[config.mk]
export PLATFORM = sky130hd
export DESIGN_NAME = ternary_mvm_seq
export DESIGN_NICKNAME = d
export VERILOG_FILES = /design/src/rtl/ternary_mvm_seq.sv
export SDC_FILE = /design/constraint.sdc
export NUM_CORES = 1
export LEC_CHECK = 0
export ABC_AREA = 1
export BUFFER_PORTS_ARGS = -buffer_cell sky130_fd_sc_hd__clkbuf_2
export CORE_AREA = 5 5 111 113
export CTS_BUF_LIST = sky130_fd_sc_hd__clkbuf_16
export CTS_CLUSTER_SIZE = 40
export DETAILED_ROUTE_END_ITERATION = 10
export DIE_AREA = 0 0 116 118
export SYNTH_ARGS = -nofsm -noshare
export SYNTH_HDL_FRONTEND = slang
export SYNTH_SLANG_ARGS = --single-unit
[constraint.sdc]
create_clock -name clk -period 4.05 [get_ports clk]
set_clock_uncertainty 0.05 [all_clocks]
set_input_delay 0.81 -clock clk [delete_from_list [all_inputs] [get_ports clk]]
set_output_delay 0.81 -clock clk [all_outputs]
set_load 0.01 [all_outputs]
[src/rtl/ternary_mvm_seq.sv]
// Step sequencer and result streamer for the 14x7 ternary matrix-vector datapath.
//
// state  | meaning
// IDLE   | waiting for start; datapath buses parked at zero, mult_row = 0
// ACCUM  | accepting one step per handshake; mult_row = k, buses pass through
// DRAIN  | walking mult_row = j across the datapath results into res_buf
// STREAM | presenting res_buf[p] on the output handshake
module ternary_mvm_seq #(
    parameter int InLen    = 14,
    parameter int OutLen   = 7,
    parameter int BitWidth = 8
) (
    input  logic                  clk,
    input  logic                  rst,
    input  logic                  start,
    output logic                  busy,
    output logic                  done,
    input  logic [2*InLen-1:0]    step_w,
    input  logic [2*BitWidth-1:0] step_vec,
    input  logic                  step_valid,
    output logic                  step_ready,
    output logic [2:0]            mult_row,
    output logic                  mult_en,
    output logic [2*InLen-1:0]    mult_w,
    output logic [2*BitWidth-1:0] mult_vec,
    input  logic [BitWidth-1:0]   mult_vecout,
    output logic [BitWidth-1:0]   out_data,
    output logic                  out_valid,
    input  logic                  out_ready,
    output logic                  out_last
);

    localparam int         Steps    = InLen / 2;
    localparam logic [2:0] LastStep = 3'(Steps - 1);
    localparam logic [2:0] LastOut  = 3'(OutLen - 1);

    typedef enum logic [1:0] {
        IDLE,
        ACCUM,
        DRAIN,
        STREAM
    } state_t;

    state_t              state;
    logic [2:0]          k;
    logic [2:0]          j;
    logic [2:0]          p;
    logic                done_q;
    logic [BitWidth-1:0] res_buf [OutLen];

    // Sequencing FSM: step counting, result collection, output indexing and done pulse.
    always_ff @(posedge clk) begin
        if (rst) begin
            state  <= IDLE;
            k      <= '0;
            j      <= '0;
            p      <= '0;
            done_q <= 1'b0;
            for (int i = 0; i < OutLen; i++) begin
                res_buf[i] <= '0;
            end
        end else begin
            done_q <= 1'b0;
            case (state)
                IDLE: begin
                    if (start) begin
                        state <= ACCUM;
                        k     <= '0;
                    end
                end
                ACCUM: begin
                    if (step_valid) begin
                        k <= k + 3'd1;
                        if (k == LastStep) begin
                            state <= DRAIN;
                            j     <= '0;
                        end
                    end
                end
                DRAIN: begin
                    // The j = 0 cycle also makes the datapath latch its final sums.
                    res_buf[j] <= mult_vecout;
                    if (j == LastOut) begin
                        state <= STREAM;
                        p     <= '0;
                    end else begin
                        j <= j + 3'd1;
                    end
                end
                STREAM: begin
                    if (out_ready) begin
                        if (p == LastOut) begin
                            state  <= IDLE;
                            done_q <= 1'b1;
                        end else begin
                            p <= p + 3'd1;
                        end
                    end
                end
                default: state <= IDLE;
            endcase
        end
    end

    // Datapath index follows the active counter; parked at 0 when idle or streaming.
    always_comb begin
        mult_row = 3'd0;
        case (state)
            ACCUM:   mult_row = k;
            DRAIN:   mult_row = j;
            default: mult_row = 3'd0;
        endcase
    end

    // Zero-latency step pass-through; zero buses add nothing to the accumulator.
    always_comb begin
        mult_w   = '0;
        mult_vec = '0;
        if (state == ACCUM && step_valid) begin
            mult_w   = step_w;
            mult_vec = step_vec;
        end
    end

    assign busy       = (state != IDLE);
    assign mult_en    = busy;
    assign done       = done_q;
    assign step_ready = (state == ACCUM);
    assign out_valid  = (state == STREAM);
    assign out_last   = out_valid && (p == LastOut);
    assign out_data   = out_valid ? res_buf[p] : '0;

endmodule

---- Word level (Yosys, flattened, before mapping) ----
Memory sizes are Yosys's and may differ from the RTL's. A register that Yosys moved wholly into a read port is not among the register bits.
Cells that the tools add are included.
cells by class
  $add $sub $neg .......................... 3
  equality and inequality tests ........... 14
  multiplexer cells ....................... 33
  bitwise gates (word level) .............. 2
  reduce and logical (&&, ||, !) cells .... 13
operator list
  cell                   count
  $mux W3                11
  $mux W28               1
  $pmux W3 S2            4
  $mux W16               1
  $mux W8                2
  $mux W2                6
  $ne A2 B2 Y1 const B   5
  $add A3 B1 Y3 const B  3
  $eq A3 B3 Y1 const B   3
  $pmux W2 S4            1
  $reduce_and A4 Y1      2
  $reduce_bool A2 Y1     4
  $reduce_or A8 Y1       1
  $mux W1                7
  $ne A2 B1 Y1 const B   3
  $reduce_and A6 Y1      1
  $eq A2 B2 Y1 const B   2
  $reduce_and A3 Y1      1
  $reduce_or A3 Y1       1
  $eq A2 B1 Y1 const B   1
  $logic_and A1 B1 Y1    2
  $logic_not A2 Y1       1
  $not A1 Y1             2
storage, ports and cells
  flip-flop bits (word level) ............. 12
  memory bits (writable) .................. 56
  input bits .............................. 57
  output and inout bits ................... 61
  word-level logic and storage cells ...... 71
  memories ................................ 1
memory list
  name     depth  width  rd ports  clocked after memory_dff  write ports  RTL line  source
  res_buf  7      8      1         1                         7            49        logic [BitWidth-1:0] res_buf [OutLen];

---- Depth between registers and ports, before layout ----
  depth after elaboration ................. 6
  mapped depth ............................ 10
  depth with buffers taken out ............ 10

---- Least setup slack after synthesis ----
Ideal clock, no wire load.
  path type ............................... register to output
  start ................................... register state[1]
  end ..................................... output mult_vec[0]
  data arrival time ....................... 1375 ps
  data required time ...................... 3190 ps
  setup slack ............................. 1815 ps
  stages on the path, launching flop included .. 7
  buffers on the path ..................... 2
  path through ............................ dfxtp_1 -> inv_1 -> ha_1 -> buf_2 -> nand2_1 -> clkbuf_1 -> nor2_1
on the way
  word-level cells in the longest chain between the ends .. 3
RTL lines
  what                      RTL line  source
  start: declaration        44        state_t state;
  start signal: assignment  54        state <= IDLE;
  start signal: assignment  67        state <= ACCUM;
  start signal: assignment  75        state <= DRAIN;
  $eq A2 B1 Y1              n/a
  via step_ready            21        output logic step_ready,
  $logic_and A1 B1 Y1       119       if (state == ACCUM && step_valid) begin
  $mux W16                  119
  end: declaration          25        output logic [2*BitWidth-1:0] mult_vec,
The timed path passes the listed nets, and every way through them passes these cells.

==> results_dict.tcl <==
set metrics [dict create \
    die_outline_area_mm2 0.0137 \
    place_congestion 0.806 \
    cts_buffer_depth 2 \
    peakVddDrop_uv 236 \
    timing.critical_path.slowest_stage_cell "sky130_fd_sc_hd__dfxtp_1" \
    detail_route.wl_per_cell_um 12.5 \
    grt_pass1_wl_um 17700 \
    tightest_slew_ns 0.796 \
    powerDensity_mw_per_mm2 515 \
    postSynthCellCount 586 \
    critical_path.most_common_cell "sky130_fd_sc_hd__nor2_1" \
    r2r-start "state[0]" \
    finalMaxSlewViolations 0 \
    power_leakage_uw 0.00259 \
    highest_clock_frequency_the_design_can_meet_mhz 347 \
    htree_levels 3 \
    die_w_um 116 \
    synthesis.area_per_instance_um2 7.43 \
    min_delay_path_depth 2 \
    seq_area_frac_synth_pct 49.2 \
    largest_area_contributor_in_the_synthesized_netlist "sky130_fd_sc_hd__edfxtp_1" \
    dr_total_vias 3895 \
    globalRouteTotalUtil_pct 16.3 \
    path_clk_slew_ns 0.06 \
    drt-pass1-iter-count 4 \
    post-cts-setup-buffer-count 0 \
    critical_path_depth 6 \
    unrepaired_setup_endpoints_after_global_routing "false" \
    cts_tree "built" \
    max-cap-violations 0 \
    synth_seq_cells 79 \
    status "finished clean" \
    netlist_top_cells_area "sky130_fd_sc_hd__edfxtp_1 39%, sky130_fd_sc_hd__nor2_1 17%, sky130_fd_sc_hd__dfxtp_1 11%, sky130_fd_sc_hd__nand2_1 8.8%, sky130_fd_sc_hd__inv_1 8.5%" \
    vias_per_cell 4.61 \
    pwr-share-clk_pct 28.4 \
    n_antenna_cell 0 \
    detail_route.iter0.violations 170 \
    number_of_drc_violations_after_detailed_routing 0 \
    antenna_found_initial 0 \
    root_buffer "sky130_fd_sc_hd__clkbuf_16" \
    dp_hpwl_um 8240 \
    switching_power_uw 993 \
    worstSkewPairLatency_ns 0.33 \
    final_antenna_net_count 0 \
    setup_viol 0 \
    post_route_clock_period_utilization_pct 71.2 \
    combinationalPowerShare_pct 33.6 \
    critical_path.cell_chain "inv_1 > o21ai_0 > nand2_1 > nor2_1 > nor2_1 > clkbuf_2" \
    layout_common_cells "200 x sky130_fd_sc_hd__nor2_1, 117 x sky130_fd_sc_hd__clkbuf_2, 102 x sky130_fd_sc_hd__nand2_1" \
    timing.hold.ws_ns 0.428 \
    pwr-share-seq_pct 38.0 \
    io_buffers 117 \
    post_cts_hold_buffer_count 0 \
    worst_hold_path.endpoint "res_buf[6][0]" \
    p_int_uw 1750 \
    critical_path_required_ns 3.19 \
    critical_path.n_buffers_inverters 2 \
    fp-row-count 39 \
    die_y_um 118 \
    worst_hold_path_type "reg2reg" \
    clock_sinks 79 \
    fin_tns_setup_ns 0 \
    layout-drive-gt1-share_pct 21.7 \
    mappedNetlistNets 654 \
    timing_hold_violations_final 0 \
    cell_area_after_synthesis_mm2 0.00435 \
    pin_count_of_the_biggest_net_entering_global_routing 45 \
    cts_made_buffers 9 \
    timing.critical_path.to_type "primary output" \
    post_synth_num_cell_types 25 \
    power.share.switching_pct 36.2 \
    critPathArrivalTime_ns 2.02 \
    timing.final.crit_period_ns 2.88 \
    layout.nets 765 \
    synth_largest_type_area_fraction_pct 38.6 \
    globalRoute.totalOverflow 0 \
    timing.reg2reg.setup_slack_ns 1.75 \
    relSlewSlack_pct 46.9 \
    yosysWarnings 0 \
    critical_path_class "reg2out" \
    hold_start "res_buf[6][0]" \
    crit_path_start_kind "flop" \
    critical_path_peak_fanout 16 \
    core_area_mm2 0.0112 \
    rr_endpoint "res_buf[3][0]" \
    worst_r2r_path_depth 8 \
    design.portCount 118 \
    total_detailed_routing_wirelength_um 10600 \
    critical-path-max-stage-delay_ns 0.68 \
    mostFrequentLayoutCell "sky130_fd_sc_hd__nor2_1" \
    floorplan.initialDensity_pct 38.8 \
    worst_path_dominant_cell_family "flip-flops" \
    area_growth_pct 22.3 \
    number_of_global_route_vias_before_repair 3910 \
    cts.repair.resized 0 \
]
## power groups by stage
stage | combinational (µW) | sequential (µW) | clock, µW
after global routing | 1080 | 1060 | 834
after detailed placement | 934 | 1060 | 0
after global placement | 917 | 1060 | 0
after CTS | 939 | 1040 | 793
after floorplan | 713 | 1020 | 0
final | 923 | 1040 | 779
## worst max path at each step
stage | from | to | slack, ns
after CTS | flop | out_data[1] | 1.13
after floorplan | state[1] | mult_vec[0] | 1.81
after detailed placement | rst | res_buf[3][1] | 1.44
after global placement | flop | out_data[1] | 1.52
after global routing | flop | out_data[3] | 0.90
final | flop | out_data[1] | 1.17
## flip-flops by register name, indices dropped and copies added, names as in the netlist, named ones only
name / cells
done: 1
k: 3
p: 3
res_buf: 64
j: 3
state: 2
## cells by family after synthesis
logic type | share of synthesized area (%)
XOR/XNOR | 0.201
adder cells (fa/ha/maj) | 3.16
AND/OR/NAND/NOR | 30.9
AO/OA/AOI/OAI | 4.89
buffers and inverters | 11.6
flip-flops | 49.2
## per-layer routing
layer	wire length (µm)	part of all wire (%)	track usage, %	vias up
met5	0	0	0	-
met4	107	1.0	6.09	0
met3	775	7.3	3.70	7
met2	5300	50	28.2	146
met1	4400	42	19.3	1751
li1	-	-	-	1991
## area by class of cell
| type | count | area [µm²] |
|---|---|---|
| fillers | 1131 | 5900 |
| clock inverters | 7 | 65.1 |
| clock buffers | 9 | 225 |
| well taps | 143 | 179 |
| repair buffers | 122 | 623 |
| inverters | 101 | 387 |
| flip-flops and latches | 79 | 2140 |
| multi-input cells | 384 | 1700 |
## synth_stat cells
master and n:
sky130_fd_sc_hd__buf_1 1, sky130_fd_sc_hd__nor2_1 200, sky130_fd_sc_hd__nand3_1 13, sky130_fd_sc_hd__nand2_4 6, sky130_fd_sc_hd__nor3_1 1, sky130_fd_sc_hd__buf_4 3, sky130_fd_sc_hd__buf_6 2, sky130_fd_sc_hd__a21oi_1 14
sky130_fd_sc_hd__edfxtp_1 56, sky130_fd_sc_hd__clkbuf_1 7, sky130_fd_sc_hd__buf_2 9, sky130_fd_sc_hd__nor2_2 1, sky130_fd_sc_hd__inv_8 1, sky130_fd_sc_hd__nand2_2 1, sky130_fd_sc_hd__ha_1 11, sky130_fd_sc_hd__o211ai_1 1
sky130_fd_sc_hd__xnor2_1 1, sky130_fd_sc_hd__or2_2 1, sky130_fd_sc_hd__o21ai_0 27, sky130_fd_sc_hd__nand2_1 102, sky130_fd_sc_hd__nand3_2 1, sky130_fd_sc_hd__nor2_4 4, sky130_fd_sc_hd__dfxtp_1 23, sky130_fd_sc_hd__inv_2 2
sky130_fd_sc_hd__inv_1 98
## per-stage QoR
step | std cells | instance area, µm² | utilization (%) | power [µW] | worst slack (ns)
6_report | 845 | 5330 | 47.4 | 2750 | 1.17
5_1_grt | 845 | 5330 | 47.4 | 2970 | 0.900
4_1_cts | 845 | 5330 | 47.4 | 2780 | 1.13
3_5_place_dp | 829 | 5030 | 44.9 | 2000 | 1.44
3_3_place_gp | 829 | 5030 | 44.9 | 1980 | 1.52
2_1_floorplan | 586 | 4350 | - | 1740 | 1.81
## worst register-to-register path: cells and delay by family, from the launching register on
family,cells,cell delay (ns)
adders and majority gates,1,0.36
and+or+nand+nor,5,0.96
buffers and inverters,2,0.23
DFF,1,0.34
Note: power is estimated with default switching activity, not from simulation.
